<file path="src/rtl/des_block_serializer_if.sv">
// Byte-stream handshake between the DES result path and the TX FIFO side.
// The master modport belongs to the serializer; the slave modport is the controller/FIFO side.
interface des_block_serializer_if #(
    parameter int unsigned BLOCK_BYTES = 8,
    parameter int unsigned BYTE_W      = 8
);
    logic                          data_ready;
    logic [BLOCK_BYTES*BYTE_W-1:0] block_in;
    logic                          tx_ready;
    logic                          tx_valid;
    logic [BYTE_W-1:0]             tx_data;
    logic                          empty;
    logic                          busy;

    modport master (
        input  data_ready, block_in, tx_ready,
        output tx_valid, tx_data, empty, busy
    );

    modport slave (
        output data_ready, block_in, tx_ready,
        input  tx_valid, tx_data, empty, busy
    );
endinterface

</file>
<file path="src/rtl/des_block_serializer.sv">
// Captures a DES result block and drains it MSB-byte first over a valid/ready handshake.
// Optional DES_TX_CHECKSUM_EN appends an XOR checksum byte after the data bytes.
module des_block_serializer #(
    parameter int unsigned BLOCK_BYTES = 8,
    parameter int unsigned BYTE_W      = 8
) (
    input logic                    clk,
    input logic                    n_rst,
    des_block_serializer_if.master bus
);
    localparam int unsigned BLOCK_W = BLOCK_BYTES * BYTE_W;
    localparam int unsigned CNT_W   = (BLOCK_BYTES > 1) ? $clog2(BLOCK_BYTES) : 1;
    localparam logic [CNT_W-1:0] LAST_CNT = CNT_W'(BLOCK_BYTES - 1);

`ifdef DES_TX_CHECKSUM_EN
    typedef enum logic [1:0] {IDLE = 2'd0, SEND = 2'd1, CKSUM = 2'd2, DONE = 2'd3} state_t;
`else
    typedef enum logic [1:0] {IDLE = 2'd0, SEND = 2'd1, DONE = 2'd3} state_t;
`endif

    state_t               state_q, state_n;
    logic                 dr_prev_q;
    logic [BLOCK_W-1:0]   shift_q, shift_n;
    logic [CNT_W-1:0]     cnt_q, cnt_n;
    logic                 tx_valid_q, tx_valid_n;
    logic [BYTE_W-1:0]    tx_data_q, tx_data_n;
    logic                 empty_q, empty_n;
    logic                 busy_q, busy_n;
    logic                 trigger;
    logic                 xfer;
`ifdef DES_TX_CHECKSUM_EN
    logic [BYTE_W-1:0]    cksum_q, cksum_n;
`endif

    assign trigger = bus.data_ready & ~dr_prev_q;
    assign xfer    = tx_valid_q & bus.tx_ready;

    always_ff @(posedge clk) begin
        if (!n_rst) begin
            state_q    <= IDLE;
            dr_prev_q  <= 1'b0;
            shift_q    <= '0;
            cnt_q      <= '0;
            tx_valid_q <= 1'b0;
            tx_data_q  <= '0;
            empty_q    <= 1'b0;
            busy_q     <= 1'b0;
`ifdef DES_TX_CHECKSUM_EN
            cksum_q    <= '0;
`endif
        end else begin
            state_q    <= state_n;
            dr_prev_q  <= bus.data_ready;
            shift_q    <= shift_n;
            cnt_q      <= cnt_n;
            tx_valid_q <= tx_valid_n;
            tx_data_q  <= tx_data_n;
            empty_q    <= empty_n;
            busy_q     <= busy_n;
`ifdef DES_TX_CHECKSUM_EN
            cksum_q    <= cksum_n;
`endif
        end
    end

    // Every output is the registered image of the next-state values computed here.
    always_comb begin
        state_n    = state_q;
        shift_n    = shift_q;
        cnt_n      = cnt_q;
        tx_valid_n = tx_valid_q;
        tx_data_n  = tx_data_q;
        empty_n    = 1'b0;
        busy_n     = busy_q;
`ifdef DES_TX_CHECKSUM_EN
        cksum_n    = cksum_q;
`endif

        case (state_q)
            IDLE: begin
                if (trigger) begin
                    shift_n    = bus.block_in;
                    cnt_n      = '0;
                    tx_valid_n = 1'b1;
                    tx_data_n  = bus.block_in[BLOCK_W-1 -: BYTE_W];
                    busy_n     = 1'b1;
`ifdef DES_TX_CHECKSUM_EN
                    cksum_n    = '0;
`endif
                    state_n    = SEND;
                end
            end

            SEND: begin
                if (xfer) begin
`ifdef DES_TX_CHECKSUM_EN
                    cksum_n = cksum_q ^ tx_data_q;
`endif
                    if (cnt_q == LAST_CNT) begin
`ifdef DES_TX_CHECKSUM_EN
                        tx_data_n = cksum_q ^ tx_data_q;
                        state_n   = CKSUM;
`else
                        tx_valid_n = 1'b0;
                        busy_n     = 1'b0;
                        empty_n    = 1'b1;
                        state_n    = DONE;
`endif
                    end else begin
                        // Next byte comes from the pre-shift register so it shows without a bubble.
                        shift_n   = shift_q << BYTE_W;
                        tx_data_n = shift_q[BLOCK_W-BYTE_W-1 -: BYTE_W];
                        cnt_n     = cnt_q + CNT_W'(1);
                    end
                end
            end

`ifdef DES_TX_CHECKSUM_EN
            CKSUM: begin
                if (xfer) begin
                    tx_valid_n = 1'b0;
                    busy_n     = 1'b0;
                    empty_n    = 1'b1;
                    state_n    = DONE;
                end
            end
`endif

            DONE: begin
                tx_valid_n = 1'b0;
                busy_n     = 1'b0;
                state_n    = IDLE;
            end

            default: begin
                tx_valid_n = 1'b0;
                busy_n     = 1'b0;
                state_n    = IDLE;
            end
        endcase
    end

    assign bus.tx_valid = tx_valid_q;
    assign bus.tx_data  = tx_data_q;
    assign bus.empty    = empty_q;
    assign bus.busy     = busy_q;
endmodule

</file>
<file path="src/flat_wrapper.sv">
// flat-port wrapper written by rule: the top's interface ports become plain ports
module des_block_serializer_flat 
#(
    parameter int unsigned BLOCK_BYTES = 8,
    parameter int unsigned BYTE_W      = 8
)
  (clk, n_rst, bus_data_ready, bus_block_in, bus_tx_ready, bus_tx_valid, bus_tx_data, bus_empty, bus_busy);
  des_block_serializer_if #(.BLOCK_BYTES(BLOCK_BYTES), .BYTE_W(BYTE_W)) bus_i ();
  input logic clk;
  input logic n_rst;
  input wire logic [$bits(bus_i.data_ready)-1:0] bus_data_ready;
  input wire logic [$bits(bus_i.block_in)-1:0] bus_block_in;
  input wire logic [$bits(bus_i.tx_ready)-1:0] bus_tx_ready;
  output wire logic [$bits(bus_i.tx_valid)-1:0] bus_tx_valid;
  output wire logic [$bits(bus_i.tx_data)-1:0] bus_tx_data;
  output wire logic [$bits(bus_i.empty)-1:0] bus_empty;
  output wire logic [$bits(bus_i.busy)-1:0] bus_busy;
  assign bus_i.data_ready = bus_data_ready;
  assign bus_i.block_in = bus_block_in;
  assign bus_i.tx_ready = bus_tx_ready;
  assign bus_tx_valid = bus_i.tx_valid;
  assign bus_tx_data = bus_i.tx_data;
  assign bus_empty = bus_i.empty;
  assign bus_busy = bus_i.busy;
  des_block_serializer #(.BLOCK_BYTES(BLOCK_BYTES), .BYTE_W(BYTE_W)) u_core (.clk(clk), .n_rst(n_rst), .bus(bus_i));
endmodule
</file>
<file path="config.mk">
export PLATFORM = sky130hd
export DESIGN_NAME = des_block_serializer_flat
export DESIGN_NICKNAME = d
export VERILOG_FILES = /design/src/rtl/des_block_serializer_if.sv /design/src/rtl/des_block_serializer.sv /design/src/flat_wrapper.sv
export SDC_FILE = /design/constraint.sdc
export NUM_CORES = 1
export LEC_CHECK = 0
export CORE_UTILIZATION = 35
export DETAILED_ROUTE_END_ITERATION = 8
export GPL_TIMING_DRIVEN = 0
export PLACE_DENSITY_LB_ADDON = 0.1
export SKIP_LAST_GASP = 1
export SLEW_MARGIN = 20
export SYNTH_ARGS = -nofsm -noshare
export SYNTH_HDL_FRONTEND = slang
export SYNTH_SLANG_ARGS = --single-unit
</file>
<file path="constraint.sdc">
create_clock -name clk -period 4.1 [get_ports clk]
set_input_delay 0.82 -clock clk [delete_from_list [all_inputs] [get_ports clk]]
set_output_delay 0.82 -clock clk [all_outputs]
set_load 0.01 [all_outputs]
</file>
Word level (Yosys, flattened, before mapping)

Index checks and enable logic that the tools add are counted.

Register bits after elaboration: 72
Bits of input ports: 68
Output and inout bits: 11

Add/subtract/negate cells: 1
Equal/unequal tests: 6
Mux-type cells: 21
Bitwise operators: 3
Reduce and logical (&&, ||, !) cells: 5

Operators with widths:

| operator                                      | count |
|---|---|
| 2-to-1 mux 56 bit                             | 3 |
| one-hot mux 56 bit (2 select lines)           | 1 |
| 2-to-1 mux 8 bit                              | 3 |
| one-hot mux 8 bit (2 select lines)            | 1 |
| 2-to-1 mux 3 bit                              | 3 |
| 2-to-1 mux 2 bit                              | 3 |
| != test 2 x 1 -> 1 bit, second input constant | 3 |
| one-hot mux 3 bit (2 select lines)            | 1 |
| AND reduction 3 bit                           | 2 |
| 2-to-1 mux 1 bit                              | 4 |
| one-hot mux 2 bit (2 select lines)            | 1 |
| AND reduction 4 bit                           | 1 |
| adder 3 x 1 -> 3 bit, second input constant   | 1 |
| == test 3 bit, second input constant          | 1 |
| bitwise AND 1 bit                             | 2 |
| == test 2 x 1 -> 1 bit, second input constant | 1 |
| logical NOT 2 bit                             | 1 |
| != test 2 bit, second input constant          | 1 |
| one-hot mux 1 bit (2 select lines)            | 1 |
| nonzero test 2 bit                            | 1 |
| NOT 1 bit                                     | 1 |

Logic depth before layout (Yosys ltp)

Gate-level depths: netlist of run 1.

Depth after elaboration: 4
Mapped depth: 8
Mapped depth without buffers: 5

Least setup slack after synthesis of run 1

OpenSTA, ideal clock, no wires.

Path kind: input to register
Start: input port bus_data_ready
End: register u_core.shift_q[11]
Data arrival time: 1.693 ns
Data required time: 3.966 ns
Setup slack: 2.273 ns
Cell stages on the path: 5
Path buffers: 2
Cells stage by stage: or4b_1 o21ai_2 buf_6 buf_6 a211oi_1

Cells in the longest elaborated chain, start to end: 3

RTL lines:

| element                          | RTL line                   | text |
|---|---|---|
| from (decl)                      | flat_wrapper.sv:11         | `input wire logic [$bits(bus_i.data_ready)-1:0] bus_data_ready;` |
| bitwise AND 1 bit                | des_block_serializer.sv:35 | `assign trigger = bus.data_ready & ~dr_prev_q;` |
| != test 2 x 1 -> 1 bit (no line) | --                         |  |
| AND reduction 4 bit (no line)    | --                         |  |
| to (signal assigned)             | des_block_serializer.sv:54 | `shift_q <= shift_n;` |
| to (decl)                        | des_block_serializer.sv:23 | `logic [BLOCK_W-1:0] shift_q, shift_n;` |

No other way between the ends.
A chain may end at the register's enable or synchronous reset.

Final worst setup path of run 1

Start: register u_core.tx_valid_q (netlist: u_core.bus.tx_valid)
End: output port bus_tx_valid

RTL lines:

| element                | RTL line                   | text |
|---|---|---|
| from (decl)            | des_block_serializer.sv:25 | `logic tx_valid_q, tx_valid_n;` |
| from (signal assigned) | des_block_serializer.sv:56 | `tx_valid_q <= tx_valid_n;` |
| to (decl)              | flat_wrapper.sv:14         | `output wire logic [$bits(bus_i.tx_valid)-1:0] bus_tx_valid;` |

No word-level cell between the ends.

==> metrics.yaml, run 1 <==
outcome: "finished clean"
path_max_fanout: 7
setup_violations: 0
fin_crit_sh_pct: 55.9
antenna_cells: 0
reg2reg_depth: 7
cts_root_buf: "clkbuf_8"
fin_nets: 499
synthDistinctLibCells: 26
grt_pass1_vias: 3088
power_leakage_nw: 1.84
vdd_ir_drop_max_v: 0.000167
clkTransAtPathRegs_ns: 0.08
powerDensity_nw_per_um2: 409
yosys.area.top_type: "dfxtp_1"
final_cell_mix: "a211oi_1, clkdlybuf4s50_1, dfxtp_1, mux2i_1, clkbuf_1"
drc_errors: 0
start_kind: "register"
period_needed_ns: 2.29
critical_path.startpoint: "u_core.bus.tx_valid"
maxCapViolations: 0
min_path_cells: 2
cts_hold_buf: 0
start_util_pct: 36.7
dieArea_um2: 10300
worstSkewPairLatency_ns: 0.35
synth_top_area_share_pct: 41.7
synth-seq-cells: 72
fin_hold_ws_ns: 0.487
synth.area.top_cells: "dfxtp_1, a211oi_1, mux2i_1"
cts_buffers: 9
grt_max_degree: 13
antenna_found_initial: 0
r2r_slack_ns: 2.00
cts_tree: "built"
ys_seq_area_share_pct: 41.7
synth_fp_nets: 410
ant_nets: 0
fillers: 904
grt_usage_pct: 20.4
die_y_um: 101
slew_headroom_pct: 64.0
clkSinkCount: 72
path_class: "reg2out"
worst_slew_pin_slew_ns: 0.540
gp_congestion: 0.823
postCtsSetupBuffers: 0
synth_cells: 340
firstDrtPassIters: 4
fin_skew_ns: 0.00958
syn2layout_area_growth_pct: 35.0
finalHoldViolCount: 0
cts_buffer_depth: 2
cp-endpoint: "bus_tx_valid"
num_vias: 2998
io_pins: 79
cts_resized: 0
routed_via_density: 5.33
wl_per_cell_um: 17.7
finalSetupTns_ns: 0
r2r_end: "u_core.bus.tx_data[3]"
min_path_type: "reg2reg"
grt_overflow: 0
drv_slew: 0
rsz0062_at_grt: "false"
cp.required_ns: 3.28
rows: 35
h-tree-depth: 3
syn_area_um2: 3460
initialDrtViolationCount: 78
yosysWarnings: 0
drive_gt1_share_pct: 10.6
regToRegStartpoint: "u_core.cnt_q[0]"
grt_pass1_wl_mm: 15.6
crit_arrival_ns: 1.47
layout_commonest_cell: "a211oi_1"
core_um2: 9420
die_w_um: 101
end_kind: "output port"
numPortBuffers: 78
routed_wl_mm: 9.96
fmax_mhz: 436
synth.avg_cell_area_um2: 10.2
dpl.hpwl_mm: 7.12
-- cell type report --
| type | instances | area (um2) | share of cell area, % |
|---|---|---|---|
| multi-input combinational | 221 | 1730 | 37.1 |
| sequential | 72 | 1440 | 30.9 |
| timing repair buffer | 78 | 781 | 16.7 |
| buffer | 46 | 279 | 5.98 |
| tap | 129 | 161 | 3.46 |
| clock buffer | 10 | 138 | 2.95 |
| clock inverter | 5 | 129 | 2.76 |
| inverter | 1 | 3.75 | 0.0805 |
-- flip-flops by register name (all words and copies together), names as in the netlist --
register             flops
u_core.cnt_q             3
u_core.bus.tx_valid      1
u_core.dr_prev_q         1
u_core.bus.empty         1
u_core.state_q           2
u_core.bus.tx_data       8
u_core.shift_q          56
-- power breakdown --
part           switching (mW)  internal, mW
combinational           0.176         0.187
clock                   0.274         0.480
sequential             0.0345         0.757
-- per-stage QoR --
stage | total power [mW] | cells | instance area (um2) | setup WS [ns] | utilization, %
2_1_floorplan | 1.02 | 340 | 3460 | 2.27 | -
3_3_place_gp | 1.17 | 547 | 4400 | 1.52 | 46.7
3_5_place_dp | 1.17 | 547 | 4400 | 1.50 | 46.7
4_1_cts | 1.93 | 562 | 4660 | 1.80 | 49.5
5_1_grt | 1.99 | 562 | 4660 | 1.72 | 49.5
6_report | 1.91 | 562 | 4660 | 1.81 | 49.5
-- logic make-up after synthesis --
family / count (synthesis) / synth area share, %
AO/OA/AOI/OAI: 135 / 28.6
multiplexers: 56 / 16.2
buffers and inverters: 47 / 8.18
flip-flops: 72 / 41.7
AND/OR/NAND/NOR: 28 / 4.56
adder cells (fa/ha/maj): 2 / 0.724
-- layer usage --
layer	wire length, um	share of wire [%]	up-vias	global-route usage [%]
met2	4770	48	66	35.1
li1	-	-	1515	-
met5	0	0	-	0
met4	106	1.1	0	6.35
met1	4680	47	1410	25.6
met3	401	4.0	7	4.07
-- critical path, cell delays in order (launching register included) --
cell and delay, ns:
dfxtp_1 0.46, buf_4 0.15, clkdlybuf4s50_1 0.52
-- Yosys cell counts (all sizes together) --
| master | number |
|---|---|
| dfxtp | 72 |
| nand4b | 2 |
| nor2 | 2 |
| clkbuf | 18 |
| nand3 | 10 |
| buf | 28 |
| ha | 2 |
| and2 | 1 |
| mux2i | 56 |
| or4b | 1 |
| nor2b | 2 |
| nor4b | 1 |
| o21ai | 2 |
| nand2 | 4 |
| a21oi | 10 |
| a211oi | 112 |
| o211ai | 10 |
| and3b | 1 |
| a2111oi | 1 |
| inv | 1 |
| nand2b | 1 |
| nor3 | 3 |
-- how the worst min path moves through the flow --
stage	slack, ns	from	to
3_3_place_gp	0.46	u_core.cnt_q[0]	u_core.cnt_q[0]
3_5_place_dp	0.47	u_core.cnt_q[0]	u_core.cnt_q[0]
4_1_cts	0.48	u_core.cnt_q[0]	u_core.cnt_q[0]
6_report	0.49	u_core.cnt_q[0]	u_core.cnt_q[0]
2_1_floorplan	0.44	u_core.cnt_q[0]	u_core.cnt_q[0]
5_1_grt	0.51	u_core.shift_q[5]	u_core.shift_q[5]
Note: power is estimated with default switching activity, not from simulation.
==> run 2, diff against run 1 <==
Clock period 4.1 ns to 2.1 ns, I/O delays scaled along.
==> run 2 against run 1 <==
  * Die area is the same
  * Cell count shrank 0.18%
  * Worst setup slack lost 1.6 ns
  * Largest cell class unchanged
  * Sequential power grew 96%
  * Largest power group unchanged
  * Clock skew is essentially flat
  * Sequential share of layout area is the same
==> metrics.yaml, run 2 (synthesis gave the netlist of run 1 again) <==
regToRegStartpoint: "u_core.cnt_q[0]"  # unchanged
fin_hold_ws_ns: 0.489  # was 0.487 ns
routed_via_density: 5.32  # was 5.33
drv_slew: 0  # unchanged
grt_usage_pct: 20.4  # unchanged
maxCapViolations: 0  # unchanged
largest_register_ffs: 56  # unchanged
outcome: "finished clean"  # unchanged
period_needed_ns: 1.91
syn2layout_area_growth_pct: 35.0  # unchanged
dpl.hpwl_mm: 7.12  # unchanged
wl_per_cell_um: 17.7  # about the same
start_util_pct: 36.7  # unchanged
grt_pass1_vias: 3088  # unchanged
fin_crit_sh_pct: 91.2
cpPeakStageDelay_ns: 0.33  # was 0.52 ns
h-tree-depth: 3  # unchanged
slowest_stage: "dfxtp_1"  # was clkdlybuf4s50_1
antenna_cells: 0  # unchanged
grt_pass1_wl_mm: 15.6  # unchanged
cts_root_buf: "clkbuf_8"  # unchanged
dp.cells: 547  # unchanged
num_vias: 2984  # was 2998
crit_arrival_ns: 2.17  # was 1.47 ns
io_pins: 79  # unchanged
clkSinkCount: 72  # unchanged
cts_resized: 1  # was 0
instances_no_fill: 561  # was 562
power_leakage_nw: 1.85  # was 1.84 nW
end_kind: "register"  # was output port
path_class: "reg2reg"  # was reg2out
cts_hold_buf: 0  # unchanged
fin_skew_ns: 0.00961  # was 0.00958 ns
fillers: 903  # was 904
firstDrtPassIters: 4  # unchanged
dieArea_um2: 10300  # unchanged
cp.required_ns: 2.36  # was 3.28 ns
path_max_fanout: 19  # was 7
finalHoldViolCount: 0  # unchanged
worst_slack_ns: 0.186  # was 1.81 ns
cts_tree: "built"  # unchanged
setup_violations: 0  # unchanged
initialDrtViolationCount: 94  # was 78
crit_chain: "ha_1 > ha_1 > and3b_1 > clkbuf_2 > buf_4 > a211oi_1 > a211oi_1"  # was buf_4 > clkdlybuf4s50_1
die_y_um: 101  # unchanged
min_path_type: "reg2reg"  # unchanged
grt_overflow: 0  # unchanged
grt_max_degree: 13  # unchanged
worstSkewPairLatency_ns: 0.35  # about the same
top_register: "u_core.shift_q"  # unchanged
vdd_ir_drop_max_v: 0.000326  # was 0.000167 V
drc_errors: 0  # unchanged
hold_start: "u_core.cnt_q[0]"  # unchanged
r2r_slack_ns: 0.19  # was 2.00 ns
rsz0062_at_grt: "false"  # unchanged
powerDensity_nw_per_um2: 800  # was 409 nW/um2
worst_slew_pin_slew_ns: 0.529  # was 0.540 ns
critical_path.startpoint: "u_core.cnt_q[0]"  # was u_core.bus.tx_valid
antenna_found_initial: 0  # unchanged
layout_commonest_cell: "a211oi_1"  # unchanged
cts_buffer_depth: 2  # unchanged
start_kind: "register"  # unchanged
postCtsSetupBuffers: 0  # unchanged
clkTransAtPathRegs_ns: 0.08  # about the same
ant_nets: 0  # unchanged
slew_headroom_pct: 64.7  # was 64.0%
final_cell_mix: "a211oi_1, clkdlybuf4s50_1, dfxtp_1, mux2i_1, clkbuf_1"  # unchanged
fin_nets: 498  # was 499
routed_wl_mm: 9.92  # was 9.96 mm
fmax_mhz: 522
drive_gt1_share_pct: 11.3  # was 10.6%
die_w_um: 101  # unchanged
place_ws_ns: -0.0963  # was 1.50 ns
cts_buffers: 9  # unchanged
rows: 35  # unchanged
core_um2: 9420  # unchanged
gp_congestion: 0.823  # unchanged
numPortBuffers: 78  # unchanged
run 2: cell count changes in the layout (fill, tap and decap cells not counted), sizes merged:
cell  delta
buf      -1
run 2: final cells by class:
| cell class | instances | area, um2 | area share [%] |
|---|---|---|---|
| multi-input cells | 221 | 1730 | 37.1 |
| flip-flops and latches | 72 | 1440 | 30.9 |
| repair buffers | 78 | 781 | 16.7 |
| plain buffers | 45 | 279 | 5.98 |
| well taps | 129 | 161 | 3.46 |
| clock buffers | 10 | 138 | 2.95 |
| clock inverters | 5 | 129 | 2.76 |
| inverters | 1 | 3.75 | 0.0805 |
run 2: routing by layer:
metal | wire (um) | vias up | GRT usage (%)
met5 | 0 | - | 0
met4 | 109 | 0 | 6.35
met3 | 344 | 7 | 4.07
met2 | 4740 | 60 | 35.1
met1 | 4730 | 1406 | 25.6
li1 | - | 1511 | -
run 2: per-stage QoR:
stage	TNS, ns	power, mW	instance area, um2	util [%]
after floorplan	0	1.99	3460	-
after global placement	-1.86	2.28	4400	46.7
after detailed placement	-2.69	2.29	4400	46.7
after CTS	0	3.76	4670	49.6
after global routing	0	3.88	4660	49.5
final	0	3.73	4660	49.5
run 2: worst paths after layout:
path | cells after the start | end
max | 7 | u_core.shift_q[36]
min | 2 | u_core.cnt_q[0]
max reg2reg | 7 | u_core.shift_q[36]
min reg2reg | 2 | u_core.cnt_q[0]
run 2: power breakdown:
part	switching, mW	leakage, nW	internal (mW)	total, mW
combinational	0.342	1.12	0.366	0.708
sequential	0.0677	0.593	1.48	1.55
clock	0.538	0.133	0.938	1.48
run 2: critical path: cells and delay by family, from the launching register on:
kind / cells / cell delay (ns)
AOI/OAI and AO/OA: 2 / 0.35
adders and majority gates: 2 / 0.45
buffers and inverters: 2 / 0.45
DFF: 1 / 0.33
and+or+nand+nor: 1 / 0.24
